## config.mk

```make
export PLATFORM = sky130hd
export DESIGN_NAME = tri_bus_reader
export DESIGN_NICKNAME = d
export VERILOG_FILES = /design/src/rtl/tri_bus_reader.sv
export SDC_FILE = /design/constraint.sdc
export NUM_CORES = 1
export LEC_CHECK = 0
export BUFFER_PORTS_ARGS = -buffer_cell sky130_fd_sc_hd__buf_2
export CELL_PAD_IN_SITES_DETAIL_PLACEMENT = 1
export CELL_PAD_IN_SITES_GLOBAL_PLACEMENT = 1
export CORE_MARGIN = 2
export CORE_UTILIZATION = 51
export CTS_CLUSTER_SIZE = 16
export DETAILED_ROUTE_END_ITERATION = 10
export PLACE_DENSITY = 0.92
export SLEW_MARGIN = 20
export SYNTH_ARGS = -nofsm -noshare
export SYNTH_HDL_FRONTEND = slang
export SYNTH_SLANG_ARGS = --single-unit
```

## constraint.sdc

```tcl
create_clock -name iClk -period 5.8 [get_ports iClk]
set_input_delay 1.45 -clock iClk [delete_from_list [all_inputs] [get_ports iClk]]
set_output_delay 1.45 -clock iClk [all_outputs]
set_load 0.01 [all_outputs]
```

## src/rtl/tri_bus_reader.sv

```systemverilog
// Round-robin reader for a shared tri-state bus: one grant at a time with an idle turnaround cycle,
// captured words queued with their source index. Define TRI_BUS_REQCHK_EN to add the oErr abort check.
module tri_bus_reader #(
    parameter int unsigned N_SRC = 4,
    parameter int unsigned WIDTH = 8,
    parameter int unsigned DEPTH = 4,
    localparam int unsigned SW = $clog2(N_SRC)
) (
    input  logic             iClk,
    input  logic             iRst_n,
    input  logic [N_SRC-1:0] iReq,
    output logic [N_SRC-1:0] oEna,
    input  logic [WIDTH-1:0] iBus,
    output logic [N_SRC-1:0] oAck,
    output logic [WIDTH-1:0] oData,
    output logic [SW-1:0]    oSrc,
    output logic             oValid,
    input  logic             iReady,
    output logic             oFull
`ifdef TRI_BUS_REQCHK_EN
    ,
    output logic             oErr
`endif
);

    localparam int unsigned AW = $clog2(DEPTH);
    localparam int unsigned CW = AW + 1;
    localparam int unsigned EW = SW + WIDTH;

    typedef enum logic [1:0] {StIdle, StSettle, StCapture} state_e;

    state_e           state_q, state_d;
    logic [N_SRC-1:0] ena_q, ena_d;
    logic [SW-1:0]    grant_q, grant_d;
    logic [SW-1:0]    last_q, last_d;
    logic [AW-1:0]    wptr_q, wptr_d;
    logic [AW-1:0]    rptr_q, rptr_d;
    logic [CW-1:0]    cnt_q, cnt_d;
    logic [EW-1:0]    mem_q [DEPTH];
    logic [EW-1:0]    mem_d [DEPTH];

    logic [SW-1:0]    cand;
    logic [SW-1:0]    pick;
    logic             pick_vld;
    logic             req_lost;
    logic             push;
    logic             pop;

`ifdef TRI_BUS_REQCHK_EN
    logic err_q, err_d;

    // The granted source gave up its request before the word was taken.
    assign req_lost = (state_q != StIdle) && !iReq[grant_q];
    assign err_d    = err_q | req_lost;
    assign oErr     = err_q;

    always_ff @(posedge iClk or negedge iRst_n) begin
        if (!iRst_n) begin
            err_q <= 1'b0;
        end else begin
            err_q <= err_d;
        end
    end
`else
    assign req_lost = 1'b0;
`endif

    // First requester strictly after the last grant, wrapping around.
    always_comb begin
        cand     = '0;
        pick     = '0;
        pick_vld = 1'b0;
        for (int unsigned i = 1; i <= N_SRC; i++) begin
            cand = SW'((32'(last_q) + i) % N_SRC);
            if (!pick_vld && iReq[cand]) begin
                pick     = cand;
                pick_vld = 1'b1;
            end
        end
    end

    always_comb begin
        state_d = state_q;
        ena_d   = ena_q;
        grant_d = grant_q;
        last_d  = last_q;
        oAck    = '0;
        push    = 1'b0;
        unique case (state_q)
            StIdle: begin
                if (pick_vld && (cnt_q < CW'(DEPTH))) begin
                    ena_d       = '0;
                    ena_d[pick] = 1'b1;
                    grant_d     = pick;
                    last_d      = pick;
                    state_d     = StSettle;
                end
            end
            StSettle: begin
                if (req_lost) begin
                    ena_d   = '0;
                    state_d = StIdle;
                end else begin
                    state_d = StCapture;
                end
            end
            StCapture: begin
                if (!req_lost) begin
                    oAck[grant_q] = 1'b1;
                    push          = 1'b1;
                end
                ena_d   = '0;
                state_d = StIdle;
            end
            default: begin
                ena_d   = '0;
                state_d = StIdle;
            end
        endcase
    end

    assign oValid = (cnt_q != '0);
    assign oFull  = (cnt_q == CW'(DEPTH));
    assign pop    = oValid && iReady;

    always_comb begin
        mem_d  = mem_q;
        wptr_d = wptr_q;
        rptr_d = rptr_q;
        if (push) begin
            mem_d[wptr_q] = {grant_q, iBus};
            wptr_d        = wptr_q + AW'(1);
        end
        if (pop) begin
            rptr_d = rptr_q + AW'(1);
        end
        cnt_d = cnt_q + CW'(push) - CW'(pop);
    end

    always_ff @(posedge iClk or negedge iRst_n) begin
        if (!iRst_n) begin
            state_q <= StIdle;
            ena_q   <= '0;
            grant_q <= '0;
            last_q  <= SW'(N_SRC - 1);
            wptr_q  <= '0;
            rptr_q  <= '0;
            cnt_q   <= '0;
            for (int i = 0; i < int'(DEPTH); i++) begin
                mem_q[i] <= '0;
            end
        end else begin
            state_q <= state_d;
            ena_q   <= ena_d;
            grant_q <= grant_d;
            last_q  <= last_d;
            wptr_q  <= wptr_d;
            rptr_q  <= rptr_d;
            cnt_q   <= cnt_d;
            mem_q   <= mem_d;
        end
    end

    assign oEna  = ena_q;
    assign oData = mem_q[rptr_q][WIDTH-1:0];
    assign oSrc  = mem_q[rptr_q][EW-1:WIDTH];

endmodule

```

==> run_results.csv, run 1 <==
group,metric,value,unit
outcome,status,"complete, no violations",
clock_network,clock_latency,0.33,ns
die,start_util,52.0,%
clock_network,root_buffer,"clkbuf_8",
placed_design,gp_congestion,0.793,
placed_design,dpl-instance-area,2850,um2
cells_and_area,final_cell_mix,"dfrtp_1, mux2_2, buf_2",
sta,tightest_slew,0.696,ns
worst_setup_path,r2r-start,"state_q[1]",
die,fp.dieH,75.5,um
worst_setup_path,critPathMaxFanout,12,
cells_and_area,post-route-util,60.3,%
routing,highest_layer,"met4",
clock_network,cts_made_buffers,9,
yosys,yosysUniqueCellTypes,38,
sta,setup-violations-final,0,
worst_setup_path,cp.required,4.35,ns
die,die_area,5690,um2
clock_network,cts_tree,"built",
worst_setup_path,cp-endpoint,"oSrc[1]",
worst_setup_path,max_stage_delay,0.79,ns
yosys,synth_enable_flop_cells,0,
routing,dr.pass1.iters,4,
sta,slew_headroom,53.6,%
routing,ant_nets,0,
power_and_ir_drop,power_per_cell_area,599,nW/um2
worst_setup_path,cp-start-kind,"flip-flop",
yosys,synthFlopType,"dfrtp_1",
clock_network,cts.clk_slew.worst_paths,0.06,ns
die,num_rows,26,
die,ioPinCount,35,
sta,hold_viol_final,0,
routing,wl_met2,2.91,mm
die,chipWidth,75.5,um
worst_setup_path,crit_family,"flip-flops",
flow_run,cap_violations,0,
yosys,yosysTopAreaCell,"dfrtp_1",
clock_network,hold_buffers,0,
yosys,ys_seq_elements,57,
yosys,netlist_area,2600,um2
clock_network,cts_buffer_depth,2,
grt,grt_pass1_wl,8.83,mm
hold_path,hold_class,"flip-flop to flip-flop",
worst_setup_path,cp.depth,2,
routing,vias,1584,
yosys,yosysSeqAreaShare,54.9,%
clock_network,cts-resized-gates,0,
cells_and_area,layout-drive-gt1-share,50.7,%
worst_setup_path,reg2reg_to,"cnt_q[2]",
cells_and_area,stdcell_area,3020,um2
worst_setup_path,crit_slowest_cell,"dfrtp_1",
yosys,syn_area_per_cell,14.9,um2
sta,tns,0,ns
grt,grt_max_degree,58,
power_and_ir_drop,irDropWorstVdd,0.298,mV
routing,met1_length,2.27,mm
routing,wl_per_cell,19.0,um
cells_and_area,final_common_cell,"dfrtp_1",
worst_setup_path,timing.critical_path.from,"rptr_q[0]",
cells_and_area,diodes,0,
worst_setup_path,r2r_cells,9,
grt,grt_pass1_vias,1692,
cells_and_area,syn2layout_area_growth,16.1,%
sta,post-route-period-util,57.2,%
worst_setup_path,cp_data_arrival_time,1.87,ns
sta,rsz0062_at_grt,"false",
clock_network,cts_setup_buffers,0,
yosys,ys_async_sr_fraction,100,%
power_and_ir_drop,p_leak,1.37,nW
worst_setup_path,worst-path-buf-inv,1,
worst_setup_path,critPathKind,"flip-flop to output port",
routing,wl_met3,239,um
grt,antenna_found_initial,0,
yosys,netlist_instances,175,
sta,maxSlewViolCount,0,
worst_setup_path,end_kind,"output port",
worst_setup_path,r2r_setup_slack,3.42,ns
sta,skew,0.00528,ns
worst_setup_path,crit_chain,"mux4_2, buf_2",
clock_network,htreeDepth,3,
yosys,synthTopCellsByArea,"dfrtp_1, mux2_2, mux4_2, ha_1, dfstp_2",
sta,whs,0.458,ns
clock_network,cts_sinks,57,
cells_and_area,finalNetCount,239,
yosys,synth_largest_type_area_fraction,52.9,%
sta,fmax,301,MHz
die,coreArea,5010,um2
grt,grt.total_usage,22.5,%
yosys,synth_fp_nets,197,
routing,drcViolationCount,0,
yosys,yosysWarnings,0,
routing,drt_iter0_drc,54,
placed_design,dp_hpwl,3.68,mm
placed_design,port_buffers,34,
grt,grt-ovfl-total,0,
routing,vias_per_cell,5.48,
routing,drt_wl_total,5.50,mm
sta,final.min_clock_period,3.32,ns
[registers in the layout (all words and copies together), names as in the netlist]
signal,count
oEna,4
state_q,2
wptr_q,2
mem_q,40
grant_q,2
cnt_q,3
last_q,2
rptr_q,2
[power breakdown]
part	internal (mW)	total, mW	switching, mW
clock network	0.183	0.324	0.141
logic	0.405	0.701	0.296
registers	0.606	0.784	0.178
total	1.19	1.81	0.615
[worst min path at each step]
stage                     cells after the start          to  startpoint  slack (ns)
final                                         1  state_q[1]  state_q[1]        0.46
after global routing                          1  state_q[1]  state_q[1]        0.48
after CTS                                     1  state_q[1]  state_q[1]        0.46
after detailed placement                      1  state_q[1]  state_q[1]        0.45
after global placement                        1  state_q[1]  state_q[1]        0.45
after floorplan                               1  state_q[1]  state_q[1]        0.43
[layout make-up]
type / instances / area (um2)
repair buffers: 35 / 178
clock buffers: 13 / 169
flip-flops and latches: 57 / 1430
inverters: 8 / 32.5
multi-input cells: 106 / 1130
well taps: 70 / 87.6
fillers: 499 / 1990
[metrics by stage]
step / power (mW) / setup WS (ns) / std cells
2_1_floorplan: 1.25 / 2.96 / 175
3_3_place_gp: 1.43 / 2.81 / 276
3_5_place_dp: 1.49 / 2.77 / 276
4_1_cts: 1.83 / 2.42 / 289
5_1_grt: 1.95 / 2.35 / 289
6_report: 1.81 / 2.48 / 289
[synthesized netlist by cell type (2+ instances only)]
library cell / number
nand2_1: 4
mux2_2: 40
xor2_1: 2
ha_1: 6
xnor2_1: 3
nand2_2: 4
nor3_1: 2
a21o_2: 2
nor2b_1: 2
buf_1: 2
nor2_1: 2
o31ai_1: 2
nand3_1: 2
nor3b_1: 2
nand2b_1: 2
a32o_1: 2
o21ai_0: 3
dfstp_2: 2
and2_1: 2
mux2_1: 2
dfrtp_1: 55
mux4_2: 10
inv_1: 7
[metal layers]
metal	global-route usage, %	vias to the layer above
met5	0	-
met4	7.99	0
met3	8.07	8
met2	38.1	39
met1	26.6	827
li1	-	710
[kinds of logic after synthesis]
logic type / share of synthesized area [%]
AO/OA/AOI/OAI: 4.23
XOR/XNOR: 1.68
adder cells (fa/ha/maj): 3.65
buffers and inverters: 1.87
flip-flops: 54.9
multiplexers: 27.2
AND/OR/NAND/NOR: 6.49
Power figures use the tool's default switching activity.
==> inputs of run 2 (changes only) <==
CORE_UTILIZATION = 42   (was 51)
PLACE_DENSITY = 0.82   (was 0.92)
clock period = 2.8 ns   (was 5.8 ns; I/O delays follow)
==> run 2 against run 1 <==
Against the previous run: setup slack got worse by 2.2 ns; wire length fell by 4.7%; cell count rose by 3.5%; core utilization fell by 8.3 points; first-iteration DRC count fell by 3.7%; worst hold slack got worse by 0.11 ns; flip-flop and latch count did not move; non-clock buffer count rose by 2; global-route usage fell by 5.1 points; sequential share of layout area fell by 1.1 points; die area rose by 20%; sequential power rose by 100%; critical path type unchanged; highest routed layer unchanged.
==> run_results.csv, run 2 (same netlist as run 1, synthesis figures left out) <==
group,metric,value,unit
die,fp.dieH,82.7,um
clock_network,cts_tree,"built",
routing,dr.pass1.iters,4,
die,coreArea,5960,um2
routing,drt_iter0_drc,52,
placed_design,port_buffers,34,
die,ioPinCount,35,
sta,tightest_slew,0.645,ns
power_and_ir_drop,fin_total_pwr,3.90,mW
worst_setup_path,cp-start-kind,"flip-flop",
worst_setup_path,cp.required,2.10,ns
clock_network,cts_setup_buffers,0,
sta,tns,0,ns
placed_design,dp_hpwl,3.73,mm
clock_network,hold_buffers,0,
cells_and_area,largest_reg_flops,40,
cells_and_area,final_common_cell,"dfrtp_1",
sta,maxSlewViolCount,0,
grt,grt_pass1_wl,8.42,mm
power_and_ir_drop,p_leak,1.40,nW
power_and_ir_drop,power_per_cell_area,1260,nW/um2
sta,post-route-period-util,91.5,%
cells_and_area,final_cell_mix,"dfrtp_1, mux2_2, buf_2",
cells_and_area,layout-drive-gt1-share,51.8,%
routing,drcViolationCount,0,
power_and_ir_drop,irDropWorstVdd,0.577,mV
sta,rsz0062_at_grt,"false",
cells_and_area,syn2layout_area_growth,18.9,%
grt,grt-ovfl-total,0,
clock_network,clock_latency,0.33,ns
routing,wl_per_cell,17.5,um
sta,whs,0.346,ns
routing,vias_per_cell,5.28,
cells_and_area,top_register,"mem_q",
grt,grt_pass1_vias,1676,
clock_network,cts_made_buffers,9,
sta,final.min_clock_period,2.56,ns
die,num_rows,28,
grt,grt.total_usage,17.4,%
routing,ant_nets,0,
sta,setup-violations-final,0,
routing,drt_wl_total,5.24,mm
sta,slew_headroom,56.5,%
routing,vias,1578,
grt,antenna_found_initial,0,
grt,grt_max_degree,36,
hold_path,hold_class,"input port to asynchronous set/reset pin",
sta,skew,0.00950,ns
die,die_area,6850,um2
worst_setup_path,critPathKind,"flip-flop to output port",
outcome,status,"complete, no violations",
clock_network,cts-resized-gates,0,
cells_and_area,finalNetCount,241,
die,chipWidth,82.7,um
clock_network,root_buffer,"clkbuf_8",
worst_setup_path,critPathMaxFanout,8,
cells_and_area,diodes,0,
worst_setup_path,cp_data_arrival_time,1.86,ns
placed_design,gp_congestion,0.734,
sta,hold_viol_final,0,
flow_run,cap_violations,0,
worst_setup_path,end_kind,"output port",
die,start_util,43.7,%
clock_network,htreeDepth,3,
clock_network,cts_buffer_depth,2,
sta,fmax,390,MHz
clock_network,cts_sinks,57,
clock_network,cts.clk_slew.worst_paths,0.07,ns
-- run 2: changes by cell type in the layout (fill, tap and decap cells not counted), sizes merged --
cell / before / now
clkinv: 0 / 3
clkinvlp: 0 / 1
bufinv: 0 / 2
buf: 35 / 37
clkbuf: 13 / 10
-- run 2: final timing paths --
kind / start / cells past startpoint / slack [ns] / to
max: rptr_q[0] / 3 / 0.24 / oData[4]
max in group asynchronous: iRst_n / 2 / 1.88 / mem_q[26]
min reg2reg: state_q[1] / 1 / 0.47 / state_q[1]
min in group iClk: state_q[1] / 1 / 0.47 / state_q[1]
min: iRst_n / 1 / 0.35 / wptr_q[1]
max reg2reg: cnt_q[2] / 8 / 0.52 / cnt_q[2]
-- run 2: critical path, stage by stage, from the launching register on --
cell and delay [ns]:
dfrtp_1 0.61, buf_4 0.26, mux4_2 0.51, buf_2 0.15
-- run 2: cell type report --
type | instances | area (um2)
Multi-Input combinational cell | 106 | 1130
Sequential cell | 57 | 1430
Tap cell | 75 | 93.8
Fill cell | 610 | 2860
Clock inverter | 6 | 82.6
Inverter | 8 | 32.5
Timing Repair Buffer | 37 | 205
Clock buffer | 10 | 128
-- run 2: through the flow --
stage	cells	utilization [%]	setup WS [ns]	cell area, um2
finish	299	52.0	0.237	3100
global route	299	52.0	0.0928	3100
CTS	299	52.0	0.179	3100
detailed placement	283	48.5	0.519	2890
global placement	283	48.5	0.573	2890
floorplan	175	-	0.539	2600
-- run 2: routing by layer --
| layer | GRT usage (%) | vias to the layer above | wire length (um) |
|---|---|---|---|
| li1 | - | 719 | - |
| met1 | 20.3 | 818 | 2240 |
| met2 | 29.8 | 30 | 2730 |
| met3 | 5.54 | 11 | 182 |
| met4 | 6.89 | 0 | 78 |
| met5 | 0 | - | 0 |
-- run 2: report_power, final --
part | switching [mW] | internal (mW) | leakage, nW | total (mW)
Sequential | 0.335 | 1.25 | 0.680 | 1.59
Combinational | 0.630 | 0.858 | 0.617 | 1.49
Clock | 0.330 | 0.496 | 0.106 | 0.827
Total | 1.30 | 2.61 | 1.40 | 3.90
